`config.mk`:
```
export PLATFORM = sky130hd
export DESIGN_NAME = sprite_ram_loader
export DESIGN_NICKNAME = d
export VERILOG_FILES = /design/src/rtl/sprite_ram_loader_pkg.sv /design/src/rtl/loader_timeout_counter.sv /design/src/rtl/sprite_ram_loader.sv
export SDC_FILE = /design/constraint.sdc
export NUM_CORES = 1
export LEC_CHECK = 0
export ABC_AREA = 1
export BUFFER_PORTS_ARGS = -buffer_cell sky130_fd_sc_hd__buf_2
export CAP_MARGIN = 15
export CORE_MARGIN = 5
export CORE_UTILIZATION = 30
export CTS_BUF_LIST = sky130_fd_sc_hd__clkbuf_16
export DETAILED_ROUTE_END_ITERATION = 16
export SLEW_MARGIN = 15
export SYNTH_ARGS = -nofsm -noshare
export SYNTH_HDL_FRONTEND = slang
export SYNTH_HIERARCHICAL = 1
export SYNTH_SLANG_ARGS = --single-unit
```
`constraint.sdc`:
```
create_clock -name clk -period 2.05 [get_ports clk]
set_clock_uncertainty 0.15 [all_clocks]
set_input_delay 0.205 -clock clk [delete_from_list [all_inputs] [get_ports clk]]
set_output_delay 0.205 -clock clk [all_outputs]
set_load 0.05 [all_outputs]
```
`src/rtl/sprite_ram_loader_pkg.sv`:
```
// Shared sprite-sheet layout for the sprite RAM writer (loader) and reader (renderer).
// Both sides must take addresses, sizes and colour constants from here.
package sprite_ram_loader_pkg;

  localparam int SPRITE_COLS    = 34;
  localparam int SPRITE_ROWS    = 34;
  localparam int MEM_COLS       = SPRITE_COLS * 3;
  localparam int FRAME_ROW_SIZE = MEM_COLS * SPRITE_ROWS;
  localparam int ADDR_WIDTH     = 15;
  localparam int PIXEL_W        = 12;

  localparam logic [PIXEL_W-1:0] COLOR_TRANSPARENT = 12'h000;
  localparam logic [PIXEL_W-1:0] COLOR_SUBSTITUTE  = 12'h001;

  typedef enum logic [2:0] {
    ST_IDLE,
    ST_HDR,
    ST_PIX_HI,
    ST_PIX_LO,
    ST_FIN
  } load_state_t;

  // Robot orientation (0..7) to sheet row; identity today, kept here so the renderer follows any change.
  localparam logic [2:0] ORIENT_ROW [8] = '{3'd0, 3'd1, 3'd2, 3'd3, 3'd4, 3'd5, 3'd6, 3'd7};

  function automatic logic [2:0] orient_frame_row(input logic [2:0] orient);
    return ORIENT_ROW[orient];
  endfunction

endpackage

```
`src/rtl/loader_timeout_counter.sv`:
```
// Counts idle clocks while an upload is running; expire fires on the LIMIT-th idle clock.
module loader_timeout_counter
  import sprite_ram_loader_pkg::*;
#(
  parameter int LIMIT = 1_000_000
) (
  input  logic clk,
  input  logic reset,
  input  logic run,
  input  logic clear,
  output logic expire
);

  localparam int CW = $clog2(LIMIT + 1);

  logic [CW-1:0] count;

  assign expire = run && !clear && (count == CW'(LIMIT - 1));

  always_ff @(posedge clk or negedge reset) begin
    if (!reset) begin
      count <= '0;
    end else if (!run || clear) begin
      count <= '0;
    end else begin
      count <= count + CW'(1);
    end
  end

endmodule

```
`src/rtl/sprite_ram_loader.sv`:
```
// Unpacks a byte stream (sync, header, hi/lo pixel byte pairs) into 12-bit pixels
// and writes one sprite frame into the shared 8x3 sprite sheet RAM.
module sprite_ram_loader
  import sprite_ram_loader_pkg::*;
#(
  parameter logic [7:0] SYNC_BYTE         = 8'hA5,
  parameter int         TIMEOUT_CYCLES    = 1_000_000,
  parameter bit         REMAP_TRANSPARENT = 1'b0
) (
  input  logic                  clk,
  input  logic                  reset,
  input  logic [7:0]            in_data,
  input  logic                  in_valid,
  output logic                  in_ready,
  output logic                  ram_we,
  output logic [ADDR_WIDTH-1:0] ram_waddr,
  output logic [PIXEL_W-1:0]    ram_wdata,
  output logic                  busy,
  output logic                  done,
  output logic                  error
);

  localparam int XW = $clog2(SPRITE_COLS);
  localparam int YW = $clog2(SPRITE_ROWS);
  localparam logic [XW-1:0] X_LAST = XW'(SPRITE_COLS - 1);
  localparam logic [YW-1:0] Y_LAST = YW'(SPRITE_ROWS - 1);

  function automatic logic [PIXEL_W-1:0] remap_pixel(input logic [PIXEL_W-1:0] pix);
    if (REMAP_TRANSPARENT && pix == COLOR_TRANSPARENT) return COLOR_SUBSTITUTE;
    return pix;
  endfunction

  load_state_t           state, state_next;
  logic                  xfer, expire, hdr_bad, sync_hit, ready_next, timer_run;
  logic [XW-1:0]         x;
  logic [YW-1:0]         y;
  logic [ADDR_WIDTH-1:0] row_base;
  logic [3:0]            pix_hi;

  assign xfer      = in_valid & in_ready;
  assign hdr_bad   = in_data[7] | (in_data[1:0] == 2'd3);
  assign sync_hit  = (state == ST_IDLE) && xfer && (in_data == SYNC_BYTE);
  assign busy      = (state != ST_IDLE);
  assign timer_run = (state == ST_HDR) || (state == ST_PIX_HI) || (state == ST_PIX_LO);

  loader_timeout_counter #(.LIMIT(TIMEOUT_CYCLES)) u_timeout (
    .clk    (clk),
    .reset  (reset),
    .run    (timer_run),
    .clear  (xfer),
    .expire (expire)
  );

  always_comb begin
    state_next = state;
    unique case (state)
      ST_IDLE:   if (sync_hit) state_next = ST_HDR;
      ST_HDR:    if (expire) state_next = ST_IDLE;
                 else if (xfer) state_next = hdr_bad ? ST_IDLE : ST_PIX_HI;
      ST_PIX_HI: if (expire) state_next = ST_IDLE;
                 else if (xfer) state_next = ST_PIX_LO;
      ST_PIX_LO: if (expire) state_next = ST_IDLE;
                 else if (xfer) state_next = (x == X_LAST && y == Y_LAST) ? ST_FIN : ST_PIX_HI;
      ST_FIN:    state_next = ST_IDLE;
      default:   state_next = ST_IDLE;
    endcase
    ready_next = (state_next == ST_IDLE) || (state_next == ST_HDR) ||
                 (state_next == ST_PIX_HI) || (state_next == ST_PIX_LO);
  end

  always_ff @(posedge clk or negedge reset) begin
    if (!reset) begin
      state    <= ST_IDLE;
      in_ready <= 1'b0;
      done     <= 1'b0;
      error    <= 1'b0;
    end else begin
      state    <= state_next;
      in_ready <= ready_next;
      done     <= (state == ST_FIN);
      if (sync_hit) error <= 1'b0;
      else if (((state == ST_HDR) && xfer && hdr_bad) || expire) error <= 1'b1;
    end
  end

  // Per-frame base is the only multiply; per-pixel addressing walks row_base/x by addition.
  always_ff @(posedge clk or negedge reset) begin
    if (!reset) begin
      x         <= '0;
      y         <= '0;
      row_base  <= '0;
      pix_hi    <= '0;
      ram_we    <= 1'b0;
      ram_waddr <= '0;
      ram_wdata <= '0;
    end else begin
      ram_we <= 1'b0;
      if (state == ST_HDR && xfer && !hdr_bad) begin
        row_base <= ADDR_WIDTH'(in_data[6:4]) * ADDR_WIDTH'(FRAME_ROW_SIZE)
                  + ADDR_WIDTH'(in_data[1:0]) * ADDR_WIDTH'(SPRITE_COLS);
        x <= '0;
        y <= '0;
      end else if (state == ST_PIX_HI && xfer) begin
        pix_hi <= in_data[3:0];
      end else if (state == ST_PIX_LO && xfer) begin
        ram_we    <= 1'b1;
        ram_waddr <= row_base + ADDR_WIDTH'(x);
        ram_wdata <= remap_pixel({pix_hi, in_data});
        if (x == X_LAST) begin
          x        <= '0;
          y        <= y + YW'(1);
          row_base <= row_base + ADDR_WIDTH'(MEM_COLS);
        end else begin
          x <= x + XW'(1);
        end
      end
    end
  end

endmodule

```
# --- Word-level counts from Yosys, hierarchy flattened ---
# Cells that the tools add are included.
word_totals:
  word_cells: 95
  in_bits: 11
  regBits: 85
  out_inout_bits: 32
classes:
  n_bitwise: 4
  reduce_logical: 30
  mul: 2
  n_eq_ne: 13
  n_mux: 28
  add_sub_neg: 6
op_table:
  columns: ["op", "n"]
  rows:
  - ["15-bit 2-to-1 mux", 4]
  - ["6-bit 2-to-1 mux", 8]
  - ["3-bit 2-to-1 mux", 8]
  - ["20-bit by 1-bit adder with 20-bit output (second input constant)", 1]
  - ["20-bit equality test (second input constant)", 1]
  - ["20-bit 2-to-1 mux", 1]
  - ["15-bit by 6-bit adder with 15-bit output", 1]
  - ["15-bit by 7-bit adder with 15-bit output (second input constant)", 1]
  - ["15-bit by 8-bit adder with 15-bit output", 1]
  - ["3-bit by 10-bit multiplier with 13-bit output (second input constant)", 1]
  - ["6-bit by 1-bit adder with 6-bit output (second input constant)", 2]
  - ["3-bit by 2-bit equality test with 1-bit output (second input constant)", 4]
  - ["6-bit equality test (second input constant)", 2]
  - ["3-bit case mux with 4 select lines", 1]
  - ["1-bit logical AND", 10]
  - ["8-bit equality test (second input constant)", 1]
  - ["1-bit logical OR", 7]
  - ["2-bit by 5-bit multiplier with 7-bit output (second input constant)", 1]
  - ["3-bit by 1-bit equality test with 1-bit output (second input constant)", 2]
  - ["3-bit zero test", 2]
  - ["3-bit AND reduction", 2]
  - ["2-bit nonzero test", 3]
  - ["1-bit 2-to-1 mux", 5]
  - ["2-bit AND reduction", 2]
  - ["9 further kinds", 12]

# --- Longest topological paths before layout ---
depth:
  depth_word: 11
  depth_mapped: 16
  mapped_depth_nobuf: 16

# --- Modules after synthesis ---
# The synthesis kept the hierarchy.
by_module_without_submodules:
  columns: ["module", "n_inst", "seq_area_each_um2", "cells_each", "area_each_um2"]
  rows:
  - ["sprite_ram_loader", 1, 1601.5, 538, 4013.8]
  - ["loader_timeout_counter", 1, 500.5, 164, 1189.9]

# --- Least setup slack after synthesis ---
# Ideal clock, no wire load.
synth_timing:
  path_type: "in2reg"
  startpoint: "input in_data[5]"
  endpoint: "register row_base[11]"
  arrival_ns: 2.074
  path_stages: 15
  slack_ns: -0.301
  setup_ns: 0.127
  required_ns: 1.773
  path_buffers: 0
  cell_sequence: "inv_1 > ha_1 > inv_1 > ha_1 > xor2_1 > ha_1 > nand2_1 > nor2_1 > nand2_1 > a21boi_1 > nand2_1 > nand2_1 > nand3_1 > nand3_1 > o21ai_0"
synth_between:
  elab_chain_cells: 3
synth_lines:
  columns: ["item", "line_no", "source"]
  rows:
  - ["from (decl)", "sprite_ram_loader.sv:12", "input logic [7:0] in_data,"]
  - ["3-bit by 10-bit multiplier with 13-bit output", "sprite_ram_loader.sv:99", "row_base <= ADDR_WIDTH'(in_data[6:4]) * ADDR_WIDTH'(FRAME_ROW_SIZE)"]
  - ["15-bit by 8-bit adder with 15-bit output", "sprite_ram_loader.sv:100", "+ ADDR_WIDTH'(in_data[1:0]) * ADDR_WIDTH'(SPRITE_COLS);"]
  - ["15-bit 2-to-1 mux", "sprite_ram_loader.sv:98", "if (state == ST_HDR && xfer && !hdr_bad) begin"]
  - ["to (signal assigned)", "sprite_ram_loader.sv:99", null]
  - ["to (signal assigned)", "sprite_ram_loader.sv:112", "row_base <= row_base + ADDR_WIDTH'(MEM_COLS);"]
  - ["to (decl)", "sprite_ram_loader.sv:37", "logic [ADDR_WIDTH-1:0] row_base;"]
# Every way passes these cells.
# A chain may end at the register's enable or synchronous reset.

# --- Worst setup path in the final report ---
# Same ends and word-level chain as after synthesis.

==> results.sh <==
export IMPL_syn_area_per_cell_um2=7.413
export IMPL_p_clk_share_pct=31.6
export IMPL_syn_inst=702
export IMPL_grt_max_degree=31
export IMPL_p_switching_mw=1.956
export IMPL_drcViolationCount=0
export IMPL_clk_pin_slew_ns=0.06
export IMPL_crit_required_ns=2.12
export IMPL_clkLatencyLatePin_ns=0.34
export IMPL_cts_made_buffers=9
export IMPL_vias=4810
export IMPL_diodes=0
export IMPL_first_global_vias=4583
export IMPL_p_int_mw=3.510
export IMPL_netlist_cell_type_count=41
export IMPL_cts_tree="done"
export IMPL_finalSetupViolCount=0
export IMPL_clk_path_buf_depth=2
export IMPL_hold_violations=0
export IMPL_grt_overflow=0
export IMPL_seqPwrFrac_pct=38.3
export IMPL_cp_start_kind="input pin"
export IMPL_totalPowerFinal_mw=5.466
export IMPL_path_class="input pin to flop"
export IMPL_syn_area_um2=5204
export IMPL_viasPerCell=4.697
export IMPL_fmax_mhz=506.5
export IMPL_maxCapViolCount=0
export IMPL_drt_first_iter_violations=344
export IMPL_die_x_um=141.7
export IMPL_drive_gt1_share_pct=19.27
export IMPL_maxSlewViolCount=0
export IMPL_cts_sinks=84
export IMPL_slew_headroom_pct=72.74
export IMPL_status="completed"
export IMPL_power_density_nw_per_um2=842.7
export IMPL_antenna_found_initial=0
export IMPL_crit_path_end_kind="flop"
export IMPL_htreeDepth=3
export IMPL_worst_pin_slew_ns=0.4089
export IMPL_dp_hpwl_mm=10.35
export IMPL_port_buffers=42
export IMPL_switching_share_pct=35.78
export IMPL_clockRootBuffer="clkbuf_16"
export IMPL_p_leak_nw=3.161
export IMPL_finalCritPeriodShare_pct=96.31
export IMPL_irDropWorstVdd_v=0.0005167
export IMPL_drt_wirelength_per_cell_um=13.06
export IMPL_coreArea_um2=17180
export IMPL_final_core_util_pct=37.76
export IMPL_drtAntennaViolNets=0
export IMPL_rsz0062_at_grt="yes"
export IMPL_synth_seq_cells=84
export IMPL_ys_warn_count=6
export IMPL_die_area_um2=20080
export IMPL_track_usage_pct=13.96
export IMPL_wl_mm=13.38
export IMPL_num_rows=48
export IMPL_combinationalPowerShare_pct=30.1
export IMPL_firstDrtPassIters=5
export IMPL_postSynthNetCount=739
export IMPL_crit_fanout=6
export IMPL_fin_crit_ns=1.974
export IMPL_grt_pass1_wl_mm=22.87
export IMPL_syn_to_final_growth_pct=24.65
export IMPL_ys_seq_area_share_pct=40.39
export IMPL_holdCritPathClass="input pin to flop"
export IMPL_final_nets=831
export IMPL_crit_arrival_ns=2.05
export IMPL_initial_core_util_pct=30.30
export IMPL_io_pins=43
export IMPL_place_congestion=0.9328
export IMPL_die_h_um=141.7
-- cells in the final DEF, fill, tap and decap left out, drive strengths merged --
master,count
o31ai,1
a31oi,6
nand3b,4
o311ai,1
nor4,2
ha,25
inv,88
and3,3
buf,95
o22ai,2
nand3,62
o211ai,3
fa,1
nand4,17
xor2,9
xnor2,2
o21a,2
or2,2
clkbuf,9
dlygate4sd3,2
a211oi,1
a21boi,1
a21oi,32
clkinv,5
dfrtp,84
o32ai,1
o21ai,52
bufinv,2
nand2,190
nor3,15
nor2,79
o21bai,1
-- final cells by class --
type / instances / area (µm²)
fill: 1790 / 10690
multi-input combinational: 514 / 2766
sequential: 84 / 2102
timing repair buffer: 97 / 676.9
inverter: 88 / 344.1
tap: 225 / 281.5
clock buffer: 9 / 225.2
clock inverter: 7 / 90.09
-- routing by layer --
metal	global-route usage, %	vias to the layer above	share of wire [%]
met1	21.24	2200	53
met5	0	-	0
met3	2.528	14	4.7
met2	20.02	111	41
met4	4.192	0	1.7
li1	-	2485	-
-- Yosys cell counts --
cell type    n  area (µm²)
nand2_1    181       679.4
dfrtp_1     84        2102
inv_1       82       307.8
nor2_1      71       266.5
nand3_1     62       310.3
o21ai_0     47       235.2
a21oi_1     31       155.2
ha_1        25       312.8
nand4_1     16       100.1
nor3_1      15       75.07
xor2_1       9       78.83
buf_2        8       40.04
nor2_4       7       78.83
a31oi_1      6       37.54
inv_2        6       22.52
nand2_2      6       37.54
nand3b_1     4       30.03
o21ai_1      4       20.02
and3_1       3       18.77
buf_4        3       22.52
nand2_4      3       33.78
o211ai_1     3       22.52
buf_1        2       7.510
buf_6        2       22.52
nor4_1       2       12.51
o21a_1       2       15.01
o22ai_1      2       12.51
or2_2        2       12.51
xnor2_1      2       17.52
a211oi_1     1       7.510
a21boi_1     1       7.510
a21oi_2      1       8.760
clkbuf_1     1       3.750
fa_1         1       20.02
nand4_4      1       21.27
nor2_2       1       6.260
o21ai_2      1       8.760
o21bai_1     1       7.510
o311ai_1     1       8.760
o31ai_1      1       7.510
o32ai_1      1       8.760
-- flip-flops by register name, summed over array words and instances (netlist names) --
signal and count:
ram_we 1, y 6, state 3, x 6, ram_waddr 15, in_ready 1, error 1, pix_hi 4
done 1, ram_wdata 12, u_timeout/count 20, row_base 14
-- path summary, 6_finish.rpt --
path	to	start	slack [ns]	cells after the start
setup / recovery	row_base[11]	in_data[5]	0.08	16
hold / removal	pix_hi[2]	in_data[2]	0.04	3
setup reg to reg	ram_waddr[14]	x[3]	0.15	8
hold reg to reg	ram_wdata[8]	ram_wdata[8]	0.32	2
max in group asynchronous	row_base[12]	reset	0.99	3
min in group asynchronous	ram_wdata[0]	reset	0.19	2
-- metrics by stage --
step                      instance area [µm²]  hold slack [ns]  cells  setup slack (ns)  setup TNS [ns]
after floorplan                          5260          -0.2406    702           -0.1020         -0.2303
after global placement                   6066          0.01778   1004           -0.3580          -2.759
after detailed placement                 6066          0.01708   1004           -0.3842          -3.020
after CTS                                6404          0.02930   1022           0.02726               0
after global routing                     6486          0.07959   1024          -0.08217         -0.1972
final                                    6486          0.03648   1024           0.07561               0
-- critical path, stage by stage --
cell and delay, ns:
buf_12 0.09, inv_12 0.03, ha_4 0.25, inv_2 0.03, ha_4 0.15, xor2_1 0.14
ha_1 0.33, nand2_1 0.06, nor2_1 0.10, nand2_1 0.11, a21boi_4 0.23, nand2_1 0.08
nand2_1 0.06, nand3_1 0.06, nand3_1 0.06, o21ai_1 0.06
-- kinds of logic (layout without fill, tap and decap cells) --
logic type      Yosys count  in the layout  synth area share, %
compound gates          103            103                10.82
flops                    84             84                40.39
buf+inv                 104            201                8.199
simple gates            374            374                32.34
xor+xnor                 11             11                1.852
fa+ha+maj                26             26                6.396
-- power groups by stage --
stage               sequential, mW  combinational (mW)  clock [mW]
floorplan                     2.54               0.680           0
global placement              2.11                1.59           0
detailed placement            2.11                1.61           0
CTS                           2.09                1.62        1.78
global route                  2.13                1.81        1.87
finish                        2.09                1.64        1.73
-- timing repair --
action | in CTS | in global routing
setup endpoints to repair | 3 | 14
hold buffers | 2 | 0
pin swaps | 1 | 10
gates resized for setup | 1 | 17
buffers inserted | 0 | 2
gates cloned | 0 | 0
hold endpoints to repair | 48 | 0
Note: power is estimated with default switching activity, not from simulation.
